## src/rtl/gpio_apb_pkg.sv

```systemverilog
// Shared definitions for the APB master used to reach the GPIO block.
//   - apb_state_e : transfer state machine encoding
//   - RGPIO_*     : GPIO register byte offsets on the APB bus
//   - TMO_CNT_W   : width of the wait/timeout counter (covers TIMEOUT up to 255)
package gpio_apb_pkg;

    typedef enum logic [1:0] {
        ST_IDLE   = 2'd0,
        ST_SETUP  = 2'd1,
        ST_ACCESS = 2'd2,
        ST_RESP   = 2'd3
    } apb_state_e;

    localparam logic [7:0] RGPIO_IN  = 8'h00;
    localparam logic [7:0] RGPIO_OUT = 8'h04;
    localparam logic [7:0] RGPIO_OE  = 8'h08;

    localparam int TMO_CNT_W = 8;

endpackage

```

## src/rtl/gpio_apb_master_if.sv

```systemverilog
// Bus bundle for gpio_apb_master.
//   cmd_*  : command request from the client (valid/ready handshake)
//   rsp_*  : response back to the client (valid/ready handshake)
//   p*     : APB request/completion towards the GPIO slave
// Modports:
//   master : view of the APB master (drives cmd_ready, rsp_*, APB request)
//   slave  : opposite view (client + APB slave side)
interface gpio_apb_master_if #(
    parameter int ADDR_W = 32,
    parameter int DATA_W = 32
);
    logic              cmd_valid;
    logic              cmd_ready;
    logic              cmd_write;
    logic [ADDR_W-1:0] cmd_addr;
    logic [DATA_W-1:0] cmd_wdata;

    logic              rsp_valid;
    logic              rsp_ready;
    logic [DATA_W-1:0] rsp_rdata;
    logic              rsp_err;

    logic [ADDR_W-1:0] paddr;
    logic              psel;
    logic              penable;
    logic              pwrite;
    logic [DATA_W-1:0] pwdata;
    logic [DATA_W-1:0] prdata;
    logic              pready;
    logic              pslverr;

    modport master (
        input  cmd_valid, cmd_write, cmd_addr, cmd_wdata, rsp_ready,
        input  prdata, pready, pslverr,
        output cmd_ready, rsp_valid, rsp_rdata, rsp_err,
        output paddr, psel, penable, pwrite, pwdata
    );

    modport slave (
        output cmd_valid, cmd_write, cmd_addr, cmd_wdata, rsp_ready,
        output prdata, pready, pslverr,
        input  cmd_ready, rsp_valid, rsp_rdata, rsp_err,
        input  paddr, psel, penable, pwrite, pwdata
    );

endinterface

```

## src/rtl/gpio_apb_master_timeout_cnt.sv

```systemverilog
// Wait-state counter for the APB ACCESS phase.
// Ports:
//   clk, rst_n : clock and synchronous active-low reset
//   clear      : zero the count (new transfer starting)
//   enable     : one more ACCESS cycle without pready
//   expired    : this enabled cycle brings the count to LIMIT
// The count saturates at LIMIT so it can never wrap.
module apb_timeout_cnt
    import gpio_apb_pkg::*;
#(
    parameter int LIMIT = 16
) (
    input  logic clk,
    input  logic rst_n,
    input  logic clear,
    input  logic enable,
    output logic expired
);

    localparam logic [TMO_CNT_W-1:0] LIM = TMO_CNT_W'(LIMIT);
    localparam logic [TMO_CNT_W-1:0] ONE = TMO_CNT_W'(1);

    logic [TMO_CNT_W-1:0] cnt_q;
    logic [TMO_CNT_W-1:0] cnt_d;

    always_comb begin
        cnt_d = cnt_q;
        if (clear) begin
            cnt_d = '0;
        end else if (enable && (cnt_q != LIM)) begin
            cnt_d = cnt_q + ONE;
        end
    end

    // Flags the cycle that would make the count equal LIMIT, so the FSM
    // leaves ACCESS after exactly LIMIT wait cycles.
    assign expired = enable && !clear && (cnt_q >= (LIM - ONE));

    always_ff @(posedge clk) begin
        if (!rst_n) begin
            cnt_q <= '0;
        end else begin
            cnt_q <= cnt_d;
        end
    end

endmodule

```

## src/rtl/gpio_apb_master.sv

```systemverilog
// Single-outstanding APB master that turns client commands into APB
// transfers (used to access the GPIO register block).
// Ports:
//   pclk    : clock, all logic on its rising edge
//   presetn : synchronous active-low reset, aborts any transfer in flight
//   bus     : gpio_apb_master_if.master -- command, response and APB signals
// Every output comes straight from a flop; the flop inputs are derived
// from the next state, so outputs line up with the state they describe.
module gpio_apb_master
    import gpio_apb_pkg::*;
#(
    parameter int ADDR_W  = 32,
    parameter int DATA_W  = 32,
    parameter int TIMEOUT = 16
) (
    input  logic              pclk,
    input  logic              presetn,
    gpio_apb_master_if.master bus
);

    apb_state_e        state_q,     state_d;
    logic              cmd_ready_q, cmd_ready_d;
    logic              psel_q,      psel_d;
    logic              penable_q,   penable_d;
    logic              pwrite_q,    pwrite_d;
    logic [ADDR_W-1:0] paddr_q,     paddr_d;
    logic [DATA_W-1:0] pwdata_q,    pwdata_d;
    logic              rsp_valid_q, rsp_valid_d;
    logic [DATA_W-1:0] rsp_rdata_q, rsp_rdata_d;
    logic              rsp_err_q,   rsp_err_d;

    logic accept;
    logic tmo_clear;
    logic tmo_enable;
    logic tmo_expired;

    assign accept     = (state_q == ST_IDLE) && bus.cmd_valid;
    assign tmo_clear  = accept;
    assign tmo_enable = (state_q == ST_ACCESS) && !bus.pready;

    apb_timeout_cnt #(
        .LIMIT (TIMEOUT)
    ) u_tmo (
        .clk     (pclk),
        .rst_n   (presetn),
        .clear   (tmo_clear),
        .enable  (tmo_enable),
        .expired (tmo_expired)
    );

    // Next-state logic; pready wins over a timeout in the same cycle.
    always_comb begin
        state_d = state_q;
        case (state_q)
            ST_IDLE:   if (bus.cmd_valid) state_d = ST_SETUP;
            ST_SETUP:  state_d = ST_ACCESS;
            ST_ACCESS: if (bus.pready || tmo_expired) state_d = ST_RESP;
            ST_RESP:   if (bus.rsp_ready) state_d = ST_IDLE;
            default:   state_d = ST_IDLE;
        endcase
    end

    // Output flop inputs.
    always_comb begin
        cmd_ready_d = (state_d == ST_IDLE);
        psel_d      = (state_d == ST_SETUP) || (state_d == ST_ACCESS);
        penable_d   = (state_d == ST_ACCESS);
        rsp_valid_d = (state_d == ST_RESP);
        pwrite_d    = pwrite_q;
        paddr_d     = paddr_q;
        pwdata_d    = pwdata_q;
        rsp_rdata_d = rsp_rdata_q;
        rsp_err_d   = rsp_err_q;

        if (accept) begin
            paddr_d  = bus.cmd_addr;
            pwrite_d = bus.cmd_write;
            pwdata_d = bus.cmd_write ? bus.cmd_wdata : '0;
        end

        if (state_q == ST_ACCESS) begin
            if (bus.pready) begin
                rsp_rdata_d = pwrite_q ? '0 : bus.prdata;
                rsp_err_d   = bus.pslverr;
            end else if (tmo_expired) begin
                rsp_rdata_d = '0;
                rsp_err_d   = 1'b1;
            end
        end
    end

    // State and output registers.
    always_ff @(posedge pclk) begin
        if (!presetn) begin
            state_q     <= ST_IDLE;
            cmd_ready_q <= 1'b1;
            psel_q      <= 1'b0;
            penable_q   <= 1'b0;
            pwrite_q    <= 1'b0;
            paddr_q     <= '0;
            pwdata_q    <= '0;
            rsp_valid_q <= 1'b0;
            rsp_rdata_q <= '0;
            rsp_err_q   <= 1'b0;
        end else begin
            state_q     <= state_d;
            cmd_ready_q <= cmd_ready_d;
            psel_q      <= psel_d;
            penable_q   <= penable_d;
            pwrite_q    <= pwrite_d;
            paddr_q     <= paddr_d;
            pwdata_q    <= pwdata_d;
            rsp_valid_q <= rsp_valid_d;
            rsp_rdata_q <= rsp_rdata_d;
            rsp_err_q   <= rsp_err_d;
        end
    end

    assign bus.cmd_ready = cmd_ready_q;
    assign bus.psel      = psel_q;
    assign bus.penable   = penable_q;
    assign bus.pwrite    = pwrite_q;
    assign bus.paddr     = paddr_q;
    assign bus.pwdata    = pwdata_q;
    assign bus.rsp_valid = rsp_valid_q;
    assign bus.rsp_rdata = rsp_rdata_q;
    assign bus.rsp_err   = rsp_err_q;

endmodule

```

## src/flat_wrapper.sv

```systemverilog
// flat-port wrapper written by rule: the top's interface ports become plain ports
module gpio_apb_master_flat import gpio_apb_pkg::*;
#(
    parameter int ADDR_W  = 32,
    parameter int DATA_W  = 32,
    parameter int TIMEOUT = 16
)
  (pclk, presetn, bus_cmd_valid, bus_cmd_write, bus_cmd_addr, bus_cmd_wdata, bus_rsp_ready, bus_prdata, bus_pready, bus_pslverr, bus_cmd_ready, bus_rsp_valid, bus_rsp_rdata, bus_rsp_err, bus_paddr, bus_psel, bus_penable, bus_pwrite, bus_pwdata);
  gpio_apb_master_if #(.ADDR_W(ADDR_W), .DATA_W(DATA_W)) bus_i ();
  input  logic pclk;
  input  logic presetn;
  input wire logic [$bits(bus_i.cmd_valid)-1:0] bus_cmd_valid;
  input wire logic [$bits(bus_i.cmd_write)-1:0] bus_cmd_write;
  input wire logic [$bits(bus_i.cmd_addr)-1:0] bus_cmd_addr;
  input wire logic [$bits(bus_i.cmd_wdata)-1:0] bus_cmd_wdata;
  input wire logic [$bits(bus_i.rsp_ready)-1:0] bus_rsp_ready;
  input wire logic [$bits(bus_i.prdata)-1:0] bus_prdata;
  input wire logic [$bits(bus_i.pready)-1:0] bus_pready;
  input wire logic [$bits(bus_i.pslverr)-1:0] bus_pslverr;
  output wire logic [$bits(bus_i.cmd_ready)-1:0] bus_cmd_ready;
  output wire logic [$bits(bus_i.rsp_valid)-1:0] bus_rsp_valid;
  output wire logic [$bits(bus_i.rsp_rdata)-1:0] bus_rsp_rdata;
  output wire logic [$bits(bus_i.rsp_err)-1:0] bus_rsp_err;
  output wire logic [$bits(bus_i.paddr)-1:0] bus_paddr;
  output wire logic [$bits(bus_i.psel)-1:0] bus_psel;
  output wire logic [$bits(bus_i.penable)-1:0] bus_penable;
  output wire logic [$bits(bus_i.pwrite)-1:0] bus_pwrite;
  output wire logic [$bits(bus_i.pwdata)-1:0] bus_pwdata;
  assign bus_i.cmd_valid = bus_cmd_valid;
  assign bus_i.cmd_write = bus_cmd_write;
  assign bus_i.cmd_addr = bus_cmd_addr;
  assign bus_i.cmd_wdata = bus_cmd_wdata;
  assign bus_i.rsp_ready = bus_rsp_ready;
  assign bus_i.prdata = bus_prdata;
  assign bus_i.pready = bus_pready;
  assign bus_i.pslverr = bus_pslverr;
  assign bus_cmd_ready = bus_i.cmd_ready;
  assign bus_rsp_valid = bus_i.rsp_valid;
  assign bus_rsp_rdata = bus_i.rsp_rdata;
  assign bus_rsp_err = bus_i.rsp_err;
  assign bus_paddr = bus_i.paddr;
  assign bus_psel = bus_i.psel;
  assign bus_penable = bus_i.penable;
  assign bus_pwrite = bus_i.pwrite;
  assign bus_pwdata = bus_i.pwdata;
  gpio_apb_master #(.ADDR_W(ADDR_W), .DATA_W(DATA_W), .TIMEOUT(TIMEOUT)) u_core (.pclk(pclk), .presetn(presetn), .bus(bus_i));
endmodule
```

## config.mk

```make
export PLATFORM = sky130hd
export DESIGN_NAME = gpio_apb_master_flat
export DESIGN_NICKNAME = d
export VERILOG_FILES = /design/src/rtl/gpio_apb_pkg.sv /design/src/rtl/gpio_apb_master_if.sv /design/src/rtl/gpio_apb_master_timeout_cnt.sv /design/src/rtl/gpio_apb_master.sv /design/src/flat_wrapper.sv
export SDC_FILE = /design/constraint.sdc
export NUM_CORES = 1
export LEC_CHECK = 0
export BUFFER_PORTS_ARGS = -buffer_cell sky130_fd_sc_hd__buf_2
export CAP_MARGIN = 10
export CORE_MARGIN = 3
export CORE_UTILIZATION = 49
export DETAILED_ROUTE_END_ITERATION = 10
export PLACE_DENSITY = 0.88
export RECOVER_POWER = 100
export SLEW_MARGIN = 15
export SYNTH_ARGS = -nofsm -noshare
export SYNTH_HDL_FRONTEND = slang
export SYNTH_SLANG_ARGS = --single-unit
```

## constraint.sdc

```tcl
create_clock -name pclk -period 4.95 [get_ports pclk]
set_input_delay 0.7425 -clock pclk [delete_from_list [all_inputs] [get_ports pclk]]
set_output_delay 0.7425 -clock pclk [all_outputs]
set_load 0.02 [all_outputs]
```

==> results.json, run 1 <==
{
  "ir_drop_mv": 0.244,
  "swShare": 0.297,
  "p_switching_mw": 0.528,
  "drive_gt1_frac": 0.201,
  "synth-edff-count": 0,
  "hold_depth": 2,
  "worst_pin_slew_ps": 1340,
  "drt-total-wl_um": 10800,
  "seq_power_share": 0.547,
  "routedWlPerCell_um": 14.8,
  "r2r_slack_ps": 1890,
  "rr_worst_depth": 5,
  "num_io_pins": 205,
  "holdPathEnd": "u_core.bus.paddr[26]",
  "synth_flop_cell": "dfxtp_1",
  "via_per_inst": 5.36,
  "maxCapViolations": 0,
  "yosys.area.top_type": "dfxtp_1",
  "syn_inst": 443,
  "internal_power_mw": 1.25,
  "slew_headroom": 0.106,
  "dp_hpwl_um": 7650,
  "clk_path_buf_depth": 2,
  "area_growth_pct": 24.9,
  "cts_root_buffer": "clkbuf_8",
  "comb_power_share": 0.162,
  "status": "finished clean",
  "rsz0062_at_grt": "false",
  "drv_slew": 0,
  "synth_top_area_frac": 0.537,
  "crit_type": "flop to flop",
  "reg2reg_from": "u_core.u_tmo.cnt_q[5]",
  "gr-usage-all-layers": 0.217,
  "hold_viol": 0,
  "grt_pass1_wl_um": 17500,
  "setup_viol": 0,
  "grt_pass1_vias": 3841,
  "drc_errors": 0,
  "antennaDiodeCount": 0,
  "layout.nets": 731,
  "cts_tree": "yes",
  "core_area_sq_um": 8260,
  "hold_class": "flop to flop",
  "port_buffers": 204,
  "power_density_nw_per_um2": 342,
  "postCtsResizedCells": 0,
  "fmax_mhz": 327,
  "holdCritStartpoint": "u_core.bus.paddr[26]",
  "worstPathRequired_ps": 5210,
  "synth_seq_cells": 112,
  "numCtsBuffers": 9,
  "synthTopCellsByCount": "dfxtp_1 (112), a21oi_1 (102), nand2_1 (66)",
  "die_h_um": 98.3,
  "synth.most_common_cell": "dfxtp_1",
  "synth-async-reset-ratio": 0,
  "antenna_found_initial": 0,
  "p_clk_frac": 0.291,
  "cpPeakStageDelay_ps": 1070,
  "clock_skew_ps": 9.33,
  "slowest_stage": "nand3_1",
  "dp.cells": 717,
  "dr.pass1.iters": 4,
  "p_leak_nw": 2.06,
  "hold_ws_ps": 458,
  "clk_pin_slew_ps": 100,
  "timing.final.crit_share": 0.618,
  "grt_max_degree": 70,
  "routabilityCongestion": 0.757,
  "syn_area_sq_um": 4170,
  "drtIter0Drc": 151,
  "fin_setup_tns_ps": 0,
  "postLayoutCoreUtil": 0.631,
  "r2r-end": "u_core.bus.psel",
  "die_w_um": 98.3,
  "crit_fanout": 35,
  "synth.distinct_cells": 43,
  "post_cts_buffers": 0,
  "cp-start-kind": "flop",
  "cp_data_arrival_time_ps": 3310,
  "vias": 3927,
  "cts_sinks": 112,
  "start_util": 0.505,
  "synth_area_per_cell_sq_um": 9.42,
  "htree_levels": 3,
  "ys_seq_area_frac": 0.537,
  "fin_crit_ps": 3060,
  "clk_latency_ps": 360,
  "end_kind": "flop",
  "postRouteAntennaNets": 0,
  "dieArea_sq_um": 9660,
  "grt-ovfl-total": 0,
  "ctsHoldBuffers": 0,
  "worstPathCellList": "nor3_1 > nand3_1 > o22a_1 > ha_1 > and2_0",
  "synth_area_leaders": "dfxtp_1 (54%), a21oi_1 (12%), a22o_1 (6.7%)",
  "cp-startpoint": "u_core.u_tmo.cnt_q[5]",
  "syn-num-nets": 551,
  "rows": 33,
  "final_cells": 733,
  "yosys_warnings": 0
}
==> worst max-delay path, delay by kind of cell (launching register included) <==
family                   cells  cell delay, ps
flip-flops                   1             350
AO/OA/AOI/OAI                1             590
adder cells (fa/ha/maj)      1             280
AND/OR/NAND/NOR              3            1740
==> how the worst max path moves through the flow <==
stage / end / slack [ps] / cells after the start
after floorplan: u_core.bus.penable / 3190 / 6
final: u_core.bus.psel / 1890 / 5
after detailed placement: u_core.bus.pwdata[20] / 2210 / 4
after CTS: u_core.bus.pwdata[20] / 2590 / 4
after global placement: u_core.bus.pwdata[26] / 2340 / 4
after global routing: u_core.bus.psel / 1650 / 5
==> cells by family (layout without fill, tap and decap cells) <==
family	after synthesis	in the layout	share of synthesized area
and+or+nand+nor	100	100	0.115
buffers and inverters	44	229	0.0519
muxes	3	3	0.00750
DFF	112	112	0.537
adders and majority gates	5	5	0.0150
AOI/OAI and AO/OA	179	179	0.273
==> layer usage <==
metal	up-vias	track usage	wire length, um	share of wire
met1	1802	0.247	4280	0.40
met4	0	0.0651	185	0.017
met5	-	0	0	0
met3	15	0.0757	893	0.082
li1	1958	-	-	-
met2	152	0.384	5470	0.51
==> area by class of cell <==
type                            count  area, sq um
Clock buffer                       10          138
Timing Repair Buffer              207          913
Tap cell                          105          131
Sequential cell                   112         2240
Multi-Input combinational cell    287         1710
Fill cell                         736         3050
Inverter                            6         22.5
Clock inverter                      6         51.3
==> power groups by stage <==
stage                     sequential, mW  clock, mW  combinational [mW]
final                              0.974      0.517               0.288
after global routing               0.980      0.564               0.319
after CTS                          0.973      0.536               0.302
after detailed placement           0.993          0               0.300
after global placement             0.991          0               0.290
after floorplan                     1.05          0               0.135
==> metrics by stage <==
step	setup WS, ps	instance area (sq um)	power, mW
6_report	1890	5210	1.78
4_1_cts	2590	5350	1.81
5_1_grt	1650	5210	1.86
3_5_place_dp	2210	5160	1.29
2_1_floorplan	3190	4170	1.18
3_3_place_gp	2340	5160	1.28
==> cells in the final DEF (no fill, tap or decap), types with 2 or more instances in the layout <==
master / instances
nor2_1: 2
dfxtp_1: 112
or4_1: 3
o31ai_1: 3
nand3_1: 6
mux2i_1: 2
inv_1: 6
and3_1: 2
or3_1: 2
ha_1: 5
clkbuf_8: 10
o221a_2: 2
a21oi_1: 102
nand2b_1: 3
clkinv_4: 2
a22o_1: 32
a211oi_1: 32
and2_0: 2
inv_6: 2
nor3_1: 3
nand2_1: 66
buf_2: 100
buf_4: 3
clkbuf_1: 104
==> state kept, by name, summed over array words and instances (netlist names) <==
register	count
u_core.bus.penable	1
u_core.bus.pwrite	1
u_core.bus.paddr	32
u_core.bus.psel	1
u_core.u_tmo.cnt_q	8
u_core.bus.pwdata	32
u_core.bus.rsp_err	1
u_core.bus.rsp_rdata	32
u_core.bus.rsp_valid	1
u_core.state_q	2
u_core.bus.cmd_ready	1
Power figures use the tool's default switching activity.
==> inputs of run 2 (changes only) <==
- ABC_AREA: not set -> 1
- CORE_UTILIZATION: 49 -> 47
- PLACE_DENSITY: 0.88 -> 0.83
- clock period: 4.95 -> 3.17 ns (I/O delays scaled with it)
==> results.json, run 2 <==
{
  "postCtsResizedCells": 0,
  "num_io_pins": 205,
  "cts_sinks": 112,
  "ctsHoldBuffers": 0,
  "layout_common_cells": "nor2_1 (160), nand2_1 (142), dfxtp_1 (112)",
  "htree_levels": 3,
  "start_util": 0.487,
  "crit_fanout": 29,
  "m1WireLength_um": 4940,
  "rows": 35,
  "slew_headroom": 0.296,
  "status": "finished clean",
  "via_per_inst": 4.52,
  "clk_latency_ps": 360,
  "fin_crit_ps": 2400,
  "holdCritStartpoint": "bus_cmd_wdata[18]",
  "setup_viol": 0,
  "clock_skew_ps": 12.8,
  "cp-startpoint": "u_core.u_tmo.cnt_q[0]",
  "clk_path_buf_depth": 2,
  "fin_setup_tns_ps": 0,
  "syn_inst": 639,
  "drc_errors": 0,
  "core_area_sq_um": 9330,
  "dpl_worst_slack_ps": 852,
  "worstPathRequired_ps": 3430,
  "synth_area_leaders": "dfxtp_1 (49%), nor2_1 (13%), nand2_1 (12%)",
  "worst_slack_ps": 767,
  "gr-usage-all-layers": 0.182,
  "synthTopCellsByCount": "nor2_1 (159), nand2_1 (140), dfxtp_1 (112)",
  "rsz0062_at_grt": "false",
  "ys_seq_area_frac": 0.493,
  "layout_commonest_cell": "nor2_1",
  "port_buffers": 204,
  "vias": 4342,
  "end_kind": "flop",
  "syn_area_sq_um": 4540,
  "hold_class": "input port to flop",
  "grt_pass1_wl_um": 16700,
  "synth.most_common_cell": "nor2_1",
  "ir_drop_mv": 0.229,
  "p_leak_nw": 2.73,
  "yosys.area.top_type": "dfxtp_1",
  "postRouteAntennaNets": 0,
  "synth_flop_cell": "dfxtp_1",
  "timing.final.crit_share": 0.758,
  "routabilityCongestion": 0.822,
  "cts_root_buffer": "clkbuf_8",
  "cts_tree": "yes",
  "numCtsBuffers": 9,
  "crit_type": "flop to flop",
  "synth_area_per_cell_sq_um": 7.11,
  "worst_pin_slew_ps": 1060,
  "grt_max_degree": 35,
  "post_cts_buffers": 0,
  "drv_slew": 0,
  "cp_data_arrival_time_ps": 2660,
  "routedWlPerCell_um": 11.1,
  "cp-start-kind": "flop",
  "met3_length_um": 809,
  "drtIter0Drc": 165,
  "wl_met2_um": 4740,
  "dr.pass1.iters": 4,
  "drive_gt1_frac": 0.170,
  "clk_pin_slew_ps": 110,
  "top_layer": "met4",
  "drt-total-wl_um": 10600,
  "reg2reg_from": "u_core.u_tmo.cnt_q[0]",
  "dp_hpwl_um": 7690,
  "synth_top_area_frac": 0.493,
  "die_w_um": 104,
  "synth.distinct_cells": 25,
  "die_h_um": 104,
  "fmax_mhz": 416,
  "synth-edff-count": 0,
  "maxCapViolations": 0,
  "power_density_nw_per_um2": 521,
  "area_growth_pct": 24.3,
  "hold_viol": 0,
  "antenna_found_initial": 0,
  "synth-async-reset-ratio": 0,
  "syn-num-nets": 747,
  "synth_seq_cells": 112,
  "grt-ovfl-total": 0,
  "yosys_warnings": 0,
  "dieArea_sq_um": 10900,
  "antennaDiodeCount": 0,
  "grt_pass1_vias": 3673,
  "layout.nets": 935
}
[run 2: logic make-up (layout without fill, tap and decap cells)]
logic type	Yosys count	after routing	synth area share
adder cells (fa/ha/maj)	5	5	0.0138
flip-flops	112	112	0.493
XOR/XNOR	3	3	0.00578
buffers and inverters	104	296	0.0983
AND/OR/NAND/NOR	339	339	0.305
AO/OA/AOI/OAI	76	76	0.0843
[run 2: per-stage QoR]
stage	power, mW	std cells	hold WS (ps)	cell area [sq um]	util
finish	2.94	960	352	5650	0.606
global route	3.11	960	340	5650	0.606
CTS	3.00	960	324	5790	0.621
detailed placement	2.14	945	440	5590	0.599
global placement	2.13	945	434	5590	0.599
floorplan	1.95	639	458	4540	-
[run 2: worst paths after layout]
| check | endpoint | slack (ps) | depth (start not counted) |
|---|---|---|---|
| max | u_core.bus.psel | 770 | 13 |
| min reg2reg | u_core.bus.pwdata[3] | 470 | 2 |
| min | u_core.bus.pwdata[18] | 350 | 3 |
| max reg2reg | u_core.bus.psel | 770 | 13 |
[run 2: cell type report]
cell class | count | area (sq um)
fillers | 931 | 3680
flip-flops and latches | 112 | 2240
multi-input cells | 423 | 1840
repair buffers | 209 | 930
inverters | 72 | 270
well taps | 129 | 161
clock buffers | 10 | 138
clock inverters | 5 | 66.3
[run 2: power by group]
| group | leakage (nW) | switching, mW | internal, mW | total [mW] |
|---|---|---|---|---|
| Sequential | 0.916 | 0.0486 | 1.50 | 1.55 |
| Combinational | 1.71 | 0.362 | 0.170 | 0.532 |
| Clock | 0.100 | 0.468 | 0.392 | 0.860 |
[run 2: critical path, cell delays in order (launching register included)]
cell,delay [ps]
dfxtp_1,360
ha_1,250
nand3_1,150
nand2_2,70
inv_1,140
nand2_8,130
nand2_4,270
inv_1,70
buf_4,200
nor2_1,230
inv_1,80
ha_1,270
nand2_1,60
inv_1,40
[run 2: per-layer routing]
layer  track usage  vias to the layer above
met5             0                        -
met3        0.0478                       11
met1         0.239                     1871
met2         0.293                      154
li1              -                     2306
met4        0.0532                        0
==> inputs of run 3 (changes only) <==
- clock period: 3.17 -> 2.5 ns (I/O delays scaled with it)
==> results.json, run 3 (synthesized netlist as in run 2, its figures left out) <==
{
  "status": "finished clean",
  "layout_common_cells": "nor2_1 (160), nand2_1 (141), dfxtp_1 (112)",
  "rsz0062_at_grt": "false",
  "cp_data_arrival_time_ps": 2270,
  "routedWlPerCell_um": 11.0,
  "start_util": 0.487,
  "drv_slew": 0,
  "setup_viol": 0,
  "p_leak_nw": 2.74,
  "dp.cells": 946,
  "p_total_mw": 3.83,
  "p_clk_frac": 0.312,
  "ctsHoldBuffers": 0,
  "power_density_nw_per_um2": 676,
  "hold_class": "input port to flop",
  "rows": 35,
  "ir_drop_mv": 0.432,
  "vias": 4367,
  "drc_errors": 0,
  "internal_power_mw": 2.70,
  "grt_pass1_vias": 3758,
  "grt_pass1_wl_um": 17200,
  "dr.pass1.iters": 4,
  "final_cells": 962,
  "layout_commonest_cell": "nor2_1",
  "fin_crit_ps": 1990,
  "cts_sinks": 112,
  "die_h_um": 104,
  "clk_path_buf_depth": 2,
  "worstPathRequired_ps": 2780,
  "htree_levels": 3,
  "seq_power_share": 0.513,
  "drt-total-wl_um": 10600,
  "timing.final.crit_share": 0.796,
  "antenna_found_initial": 0,
  "routabilityCongestion": 0.816,
  "gr-usage-all-layers": 0.189,
  "grt_max_degree": 41,
  "cts_tree": "yes",
  "drtIter0Drc": 181,
  "numCtsBuffers": 9,
  "post_cts_buffers": 0,
  "num_io_pins": 205,
  "fin_setup_tns_ps": 0,
  "area_growth_pct": 24.7,
  "clk_latency_ps": 360,
  "drive_gt1_frac": 0.170,
  "hold_viol": 0,
  "die_w_um": 104,
  "maxCapViolations": 0,
  "core_area_sq_um": 9330,
  "cts_root_buffer": "clkbuf_8",
  "comb_power_share": 0.175,
  "crit_fanout": 21,
  "slew_headroom": 0.477,
  "crit_type": "flop to flop",
  "cp-start-kind": "flop",
  "worst_pin_slew_ps": 784,
  "end_kind": "flop",
  "grt-ovfl-total": 0,
  "port_buffers": 204,
  "layout.nets": 936,
  "clock_skew_ps": 13.3,
  "postCtsResizedCells": 0,
  "dp_hpwl_um": 7670,
  "antennaDiodeCount": 0,
  "swShare": 0.295,
  "postRouteAntennaNets": 0,
  "clk_pin_slew_ps": 110,
  "p_switching_mw": 1.13,
  "via_per_inst": 4.54,
  "dieArea_sq_um": 10900,
  "fmax_mhz": 503
}
==> run 3: cell types whose count changed in the layout (fill, tap and decap cells not counted), moves of 2 or more <==
| cell | change |
|---|---|
| clkbuf_2 | +2 |
| inv_1 | +2 |
| inv_2 | -2 |
| inv_6 | +2 |
| nand2_2 | +2 |
==> run 3: area by class of cell <==
class	instances	area (sq um)
repair buffers	210	933
well taps	129	161
flip-flops and latches	112	2240
multi-input cells	423	1840
fillers	945	3660
clock inverters	6	97.6
clock buffers	10	128
inverters	72	270
==> run 3: routing by layer <==
layer  up-vias  global-route usage  wire (um)
li1       2307                   -          -
met1      1902               0.238       4750
met2       145               0.309       4920
met3        13              0.0552        769
met4         0              0.0636        153
met5         -                   0          0
==> run 3: per-stage QoR <==
stage / cell area (sq um) / utilization / setup WS, ps / hold WS (ps)
after floorplan: 4540 / - / 722 / 458
after global placement: 5600 / 0.600 / 623 / 433
after detailed placement: 5600 / 0.600 / 595 / 440
after CTS: 5820 / 0.624 / 619 / 216
after global routing: 5670 / 0.608 / 239 / 225
final: 5670 / 0.608 / 511 / 247
==> run 3: power by group through the flow <==
| stage | Clock [mW] | Sequential [mW] | Combinational, mW |
|---|---|---|---|
| 2_1_floorplan | 0 | 2.15 | 0.315 |
| 3_3_place_gp | 0 | 2.00 | 0.707 |
| 3_5_place_dp | 0 | 2.01 | 0.713 |
| 4_1_cts | 1.24 | 1.96 | 0.715 |
| 5_1_grt | 1.33 | 1.98 | 0.751 |
| 6_report | 1.20 | 1.97 | 0.669 |
==> run 3: worst paths after layout <==
check / from / end / slack [ps] / cells after the start
worst min-delay path: bus_cmd_wdata[26] / u_core.bus.pwdata[26] / 250 / 3
worst max register to register: u_core.state_q[1] / u_core.u_tmo.cnt_q[7] / 510 / 6
worst min register to register: u_core.bus.pwdata[29] / u_core.bus.pwdata[29] / 460 / 2
worst max-delay path: u_core.state_q[1] / u_core.u_tmo.cnt_q[7] / 510 / 6
==> run 3: critical path, stage by stage, from the launching register on <==
cell     delay [ps]
dfxtp_1         360
inv_1            80
nor2_2          610
nand2_1         160
nor2_1          470
nand2_1         110
a21oi_1         130
